==> config.mk <==
export PLATFORM = sky130hd
export DESIGN_NAME = excess3_to_bcd_serial
export DESIGN_NICKNAME = d
export VERILOG_FILES = /design/src/rtl/excess3_to_bcd_serial.sv
export SDC_FILE = /design/constraint.sdc
export NUM_CORES = 1
export LEC_CHECK = 0
export ABC_CLOCK_PERIOD_IN_PS = 1900
export CAP_MARGIN = 10
export CORE_AREA = 4 4 58 60
export CTS_CLUSTER_DIAMETER = 150
export CTS_CLUSTER_SIZE = 10
export DETAILED_ROUTE_END_ITERATION = 16
export DIE_AREA = 0 0 62 64
export PLACE_DENSITY = 0.76
export SLEW_MARGIN = 20
export SYNTH_ARGS = -nofsm -noshare
export SYNTH_HDL_FRONTEND = slang
export SYNTH_SLANG_ARGS = --single-unit
==> constraint.sdc <==
create_clock -name clock -period 1.9 [get_ports clock]
set_clock_uncertainty 0.1 [all_clocks]
set_input_delay 0.38 -clock clock [delete_from_list [all_inputs] [get_ports clock]]
set_output_delay 0.38 -clock clock [all_outputs]
set_load 0.01 [all_outputs]
==> src/rtl/excess3_to_bcd_serial.sv <==
// excess3_to_bcd_serial: serial LSB-first excess-3 to BCD decoder with digit/word packing (optional err_count via EXCESS3_DEC_ERRCNT_EN)
module excess3_to_bcd_serial #(
    parameter int NUM_DIGITS = 2
) (
    input  logic                      clock,
    input  logic                      reset,
    input  logic                      X,
    input  logic                      X_valid,
    output logic                      S,
    output logic                      V,
    output logic [3:0]                digit,
    output logic                      digit_valid,
    output logic                      digit_err,
    output logic [4*NUM_DIGITS-1:0]   word,
    output logic                      word_valid,
    output logic                      word_err
`ifdef EXCESS3_DEC_ERRCNT_EN
    ,
    output logic [7:0]                err_count
`endif
);
    localparam int IW = (NUM_DIGITS > 1) ? $clog2(NUM_DIGITS) : 1;

    logic [1:0]              pos_q, pos_d;
    logic                    b_q, b_d;
    logic [2:0]              res_q, res_d;
    logic [IW-1:0]           idx_q, idx_d;
    logic [4*NUM_DIGITS-1:0] acc_q, acc_d, acc_n;
    logic                    eacc_q, eacc_d;
    logic [3:0]              digit_q, digit_d;
    logic                    digit_valid_q, digit_valid_d;
    logic                    digit_err_q, digit_err_d;
    logic [4*NUM_DIGITS-1:0] word_q, word_d;
    logic                    word_valid_q, word_valid_d;
    logic                    word_err_q, word_err_d;
    logic                    take, s_raw, fb, bad, last, wlast;
    logic [3:0]              res;

    // Serial subtract-3 datapath: result bit and validity flag for the current bit
    always_comb begin
        take  = X_valid & ~reset;
        s_raw = (pos_q == 2'd0) ? ~X : (pos_q == 2'd1) ? (~X ^ b_q) : (X ^ b_q);
        fb    = ~X & b_q;
        res   = {s_raw, res_q};
        bad   = fb | (res > 4'd9);
        last  = take & (pos_q == 2'd3);
        wlast = last & (idx_q == IW'(NUM_DIGITS - 1));
        S     = take & s_raw;
        V     = last & bad;
    end

    // Next-state for bit position, borrow, partial digit, word packing and outputs
    always_comb begin
        pos_d         = take ? pos_q + 2'd1 : pos_q;
        b_d           = ~take ? b_q : (pos_q == 2'd0) ? ~X : (pos_q == 2'd1) ? (~X | b_q) :
                        (pos_q == 2'd2) ? (~X & b_q) : 1'b0;
        res_d[0]      = (take && pos_q == 2'd0) ? s_raw : res_q[0];
        res_d[1]      = (take && pos_q == 2'd1) ? s_raw : res_q[1];
        res_d[2]      = (take && pos_q == 2'd2) ? s_raw : res_q[2];
        acc_n         = acc_q;
        for (int i = 0; i < NUM_DIGITS; i++)
            if (idx_q == IW'(i)) acc_n[4*i +: 4] = res;
        idx_d         = !last ? idx_q : wlast ? '0 : idx_q + 1'b1;
        acc_d         = !last ? acc_q : wlast ? '0 : acc_n;
        eacc_d        = !last ? eacc_q : wlast ? 1'b0 : (eacc_q | bad);
        digit_d       = last ? res : digit_q;
        digit_err_d   = last ? bad : digit_err_q;
        digit_valid_d = last;
        word_d        = wlast ? acc_n : word_q;
        word_err_d    = wlast ? (eacc_q | bad) : word_err_q;
        word_valid_d  = wlast;
    end

    // State and output registers with synchronous reset
    always_ff @(posedge clock) begin
        if (reset) begin
            pos_q         <= '0;
            b_q           <= 1'b0;
            res_q         <= '0;
            idx_q         <= '0;
            acc_q         <= '0;
            eacc_q        <= 1'b0;
            digit_q       <= '0;
            digit_valid_q <= 1'b0;
            digit_err_q   <= 1'b0;
            word_q        <= '0;
            word_valid_q  <= 1'b0;
            word_err_q    <= 1'b0;
        end else begin
            pos_q         <= pos_d;
            b_q           <= b_d;
            res_q         <= res_d;
            idx_q         <= idx_d;
            acc_q         <= acc_d;
            eacc_q        <= eacc_d;
            digit_q       <= digit_d;
            digit_valid_q <= digit_valid_d;
            digit_err_q   <= digit_err_d;
            word_q        <= word_d;
            word_valid_q  <= word_valid_d;
            word_err_q    <= word_err_d;
        end
    end

    assign digit       = digit_q;
    assign digit_valid = digit_valid_q;
    assign digit_err   = digit_err_q;
    assign word        = word_q;
    assign word_valid  = word_valid_q;
    assign word_err    = word_err_q;

`ifdef EXCESS3_DEC_ERRCNT_EN
    logic [7:0] cnt_q, cnt_d;

    // Saturating count of invalid digits
    always_comb begin
        cnt_d = (last && bad && cnt_q != 8'hFF) ? cnt_q + 8'd1 : cnt_q;
    end

    // Error counter register
    always_ff @(posedge clock) begin
        if (reset) cnt_q <= '0;
        else       cnt_q <= cnt_d;
    end

    assign err_count = cnt_q;
`endif
endmodule

# == Yosys cells after proc, flatten, opt, wreduce, memory -nomap -nowiden ==
# Cells that the tools add are included.
# op_classes
n_addsub,2
n_lt_le_gt_ge,1
eq_ne,3
muxes,10
bitwise,13
n_reduce_logical,4
# ops
cell,n
$mux 4,2
$mux 8,1
$mux 1,7
$and 1x1->1,6
$eq 2x2->1 const B,2
$gt 4x4->1 const B,1
$logic_and 1x1->1,3
$or 1x1->1,3
$add 2x1->2 const B,1
$eq 2x1->1 const B,1
$logic_not 2->1,1
$not 1->1,2
$xor 1x1->1,2
$add 1x1->1 const B,1
# word_totals
register_bits,32
out_inout_bits,18
wordCells,47

# == Logic depth before layout (Yosys ltp) ==
# depth
ltp_word,8
depth_mapped,7
depth_no_buf,6

# == Worst setup path after synthesis ==
# Ideal clock, no wire load.
# synth_timing
path_kind,flip-flop to output port
from,register pos_q[1]
to,output port V
arrival_time_ps,1700
path_slack_ps,-280
path_stages_with_launch,8
n_path_buf,1
path_cell_list,dfxtp_1 > inv_1 > ha_1 > buf_4 > or4b_4 > a21oi_2 > nor3_1 > nor3_1
# synth_via
elab_chain_cells,6
word_cells_on_any_way,9
cone_classes,order compare: 1; eq/ne: 2; mux: 2; bitwise: 3; reduce/logical: 1
# synth_rtl
item,line_no,text
start: declaration,24,"logic [1:0] pos_q, pos_d;"
start signal: assignment,90,pos_q <= pos_d;
$eq 2x1->1,42,s_raw = (pos_q == 2'd0) ? ~X : (pos_q == 2'd1) ? (~X ^ b_q) : (X ^ b_q);
$mux 1 (2 in a row),42,
$gt 4x4->1,45,bad = fb | (res > 4'd9);
$or 1x1->1,45,
$and 1x1->1 (*),49,V = last & bad;
end: declaration,10,"output logic V,"
# Mark *: on every way between the ends. The rest lies on a longest branch, timed or not.

# == Final worst setup path ==
# layout_timing
from,register pos_q[0]
to,output port V
# Same word-level chain as after synthesis.

==> run_results.csv <==
group,metric,value,unit
sta,rsz_0062_raised_after_global_routing,"true",
logic_synthesis,synth_compound_gate_area_share,0.1386,
sta,fin_ws,-0.5035,ns
logic_synthesis,post_synthesis_share_of_cell_area_spent_on_xor_and_xnor_gates,0.02811,
logic_synthesis,synth.yosys.warnings,0,
logic_synthesis,postSynthRegisterBits,28,
placed_design,place_area,1632,um2
die,floorplan.io_pins,22,
logic_synthesis,netlist_area,1246,um2
worst_setup_path,critical_path_arrival,1.92,ns
logic_synthesis,synth_cells,154,
global_routing,antenna_found_initial,0,
worst_setup_path,startpoint_types,"flip-flop",
global_routing,globalRoute.totalOverflow,0,
sta,hold_ws,0.3546,ns
placed_design,dpl.hpwl,2117,um
drt,num_vias,1152,
logic_synthesis,most_repeated_cell_in_the_gate_level_netlist_after_synthesis,"nand2_1",
placed_design,port-buffer-count,21,
cts,cts_tree,"done",
drt,wl,2919,um
sta,final-max-slew-violation-count,0,
pwr,ir_drop,0.0004576,V
layout,antenna_cells,0,
run,drv_cap,0,
placed_design,gpl.final_weighted_congestion,0.8257,
worst_setup_path,critPathMaxFanout,3,
drt,drt_pre_antenna_iters,4,
worst_setup_path,worst_ep_required_time,1.42,ns
cts,cts.htree.levels,1,
logic_synthesis,yosysTopAreaCell,"dfxtp_1",
pwr,finalPower,1.238,mW
die,dieWidth,62,um
global_routing,first_global_vias,1148,
logic_synthesis,edff_count_synth,0,
die,initial_utilization,0.4256,
die,design.core.area,2928,um2
logic_synthesis,synth-simple-area-share,0.2801,
cts,clk_pin_slew,0.17,ns
min_path,worst_hold_path_type,"reg -> reg",
layout,post_route_cells_drive_above_1_share,0.2332,
global_routing,grt_pass1_wl,5002,um
logic_synthesis,netlist_cell_types,36,
logic_synthesis,post_synth_fa_ha_maj_area_fraction,0.04016,
sta,period_share,1.265,
logic_synthesis,yosysSeqAreaShare,0.4498,
drt,detail-route-antenna-nets,0,
layout,final_net_count,202,
pwr,p_per_area,704.2,nW/um2
logic_synthesis,avgSynthCellArea,8.092,um2
worst_setup_path,worst_setup_path_end_kind,"output port",
die,core.rowCount,20,
logic_synthesis,fraction_of_synthesized_area_in_multiplexers,0.008032,
logic_synthesis,synthDominantCellAreaShare,0.4498,
worst_setup_path,criticalPathCategory,"reg -> out",
global_routing,grt_use_total,0.1617,
logic_synthesis,synth.top_cells.by_area,"dfxtp_1 45%, nand2_1 9.6%, a21oi_1 8.4%",
layout,final_design_area_no_fill,1758,um2
sta,final_period_minus_worst_setup_slack,2.404,ns
logic_synthesis,synthArstFlopShare,0,
cts,max-clock-path-buffers,2,
pwr,p_leak,0.6526,nW
layout,layout-area-overhead-vs-synth,41.06,%
die,die_height,64,um
outcome,failed_checks,"negative setup slack",
sta,final_hold_viol_count,0,
layout,fillCellCount,243,
cts,cts_root_buffer,"clkbuf_4",
global_routing,grt_start_max_net_pins,27,
die,dieArea,3968,um2
sta,max_freq,416.1,MHz
drt,avgViaCountPerCell,5.097,
logic_synthesis,synth_top_family_by_area,"simple AND/OR/NAND/NOR gates",
sta,setup_viol,3,
layout,final_core_util,0.6004,
cts,clock_latency,0.33,ns
drt,detail_route.iter0.violations,24,
cts,cts_made_buffers,3,
drt,routed_len_inst,12.92,um
drt,drc,0,
logic_synthesis,synth.net_count,162,
sta,maxSlewHeadroom,0.8070,
sta,worst_pin_slew,0.2891,ns
logic_synthesis,synth_ff_type,"dfxtp_1",
cts,cts.sinks,28,
outcome,run_status,"complete, but fails checks",
logic_synthesis,synthTopCellsByCount,"32 x nand2_1, 28 x dfxtp_1, 21 x a21oi_1",
-- path summary, 6_finish.rpt --
check / from / cells after the start / slack, ns / to
max: pos_q[0]$_SDFFE_PP0P_ / 7 / -0.50 / V
min: acc_q[2]$_SDFFE_PP0P_ / 2 / 0.35 / word[2]$_SDFFE_PP0P_
max reg2reg: pos_q[0]$_SDFFE_PP0P_ / 9 / -0.12 / digit_err$_SDFFE_PP0P_
min reg2reg: acc_q[2]$_SDFFE_PP0P_ / 2 / 0.35 / word[2]$_SDFFE_PP0P_
-- sequential cells by signal, summed over array words and instances, names as in the netlist, 2 cells and up --
signal / flops
word: 8
digit: 4
res_q: 3
acc_q: 4
pos_q: 2
-- per-layer routing --
metal	up-vias	track usage	wire length (um)
met3	0	0.02424	92
met2	23	0.3005	1627
li1	594	-	-
met4	0	0.03183	0
met5	-	0	0
met1	535	0.1866	1199
-- through the flow --
step	setup TNS (ns)	cells	setup WS [ns]
after floorplan	-0.1882	154	-0.1882
final	-1.086	226	-0.5035
after global placement	-1.491	219	-0.7965
after detailed placement	-1.640	219	-0.8328
after global routing	-1.304	226	-0.5874
after CTS	-0.9325	225	-0.4889
-- cells in the final DEF (no fill, tap or decap), types with 2 or more instances in the layout --
cell              n
a21oi_1          21
a31oi_1           2
and2_1            2
and3_1            2
buf_2             2
buf_4            23
buf_6             3
clkbuf_4          3
clkdlybuf4s50_1  19
dfxtp_1          26
ha_1              2
ha_4              2
inv_4             2
nand2_1          32
nand2b_1          2
nand3_1           3
nand3b_1          2
nor2_1           12
nor2b_1           2
nor3_1            4
nor3_2            2
nor3b_1           2
xnor2_1           3
-- cells by family (layout without fill, tap and decap cells) --
| group | count (synthesis) | after routing |
|---|---|---|
| flip-flops | 28 | 28 |
| AND/OR/NAND/NOR | 72 | 72 |
| AO/OA/AOI/OAI | 30 | 30 |
| XOR/XNOR | 4 | 4 |
| buffers and inverters | 15 | 54 |
| multiplexers | 1 | 1 |
| adder cells (fa/ha/maj) | 4 | 4 |
-- critical path: stages (launching register included) --
cell and delay, ns:
dfxtp_4 0.42, inv_4 0.04, ha_4 0.15, or4b_4 0.52, a21oi_2 0.15, nor3_2 0.07
nor3_2 0.09, buf_2 0.15
-- where the power goes --
group	leakage (nW)	switching, mW	internal (mW)	total [mW]
Combinational	0.397	0.113	0.116	0.228
Clock	0.0279	0.183	0.213	0.396
Sequential	0.227	0.0129	0.601	0.614
Total	0.653	0.308	0.930	1.24
-- layout make-up --
class	instances	area [um2]	share of cell area
clock buffers	3	22.52	0.01281
clock inverters	1	30.03	0.01708
inverters	3	16.27	0.009253
multi-input cells	111	675.6	0.3843
flip-flops and latches	28	565.5	0.3217
well taps	33	41.29	0.02349
repair buffers	47	406.6	0.2313
-- timing repair --
| action | in CTS | in global routing |
|---|---|---|
| gates cloned | 0 | 0 |
| pin swaps | 7 | 0 |
| resized for setup | 19 | 3 |
| setup endpoints to repair | 2 | 3 |
| setup buffers | 2 | 1 |
| hold buffers | 0 | 0 |
Power figures use the tool's default switching activity.
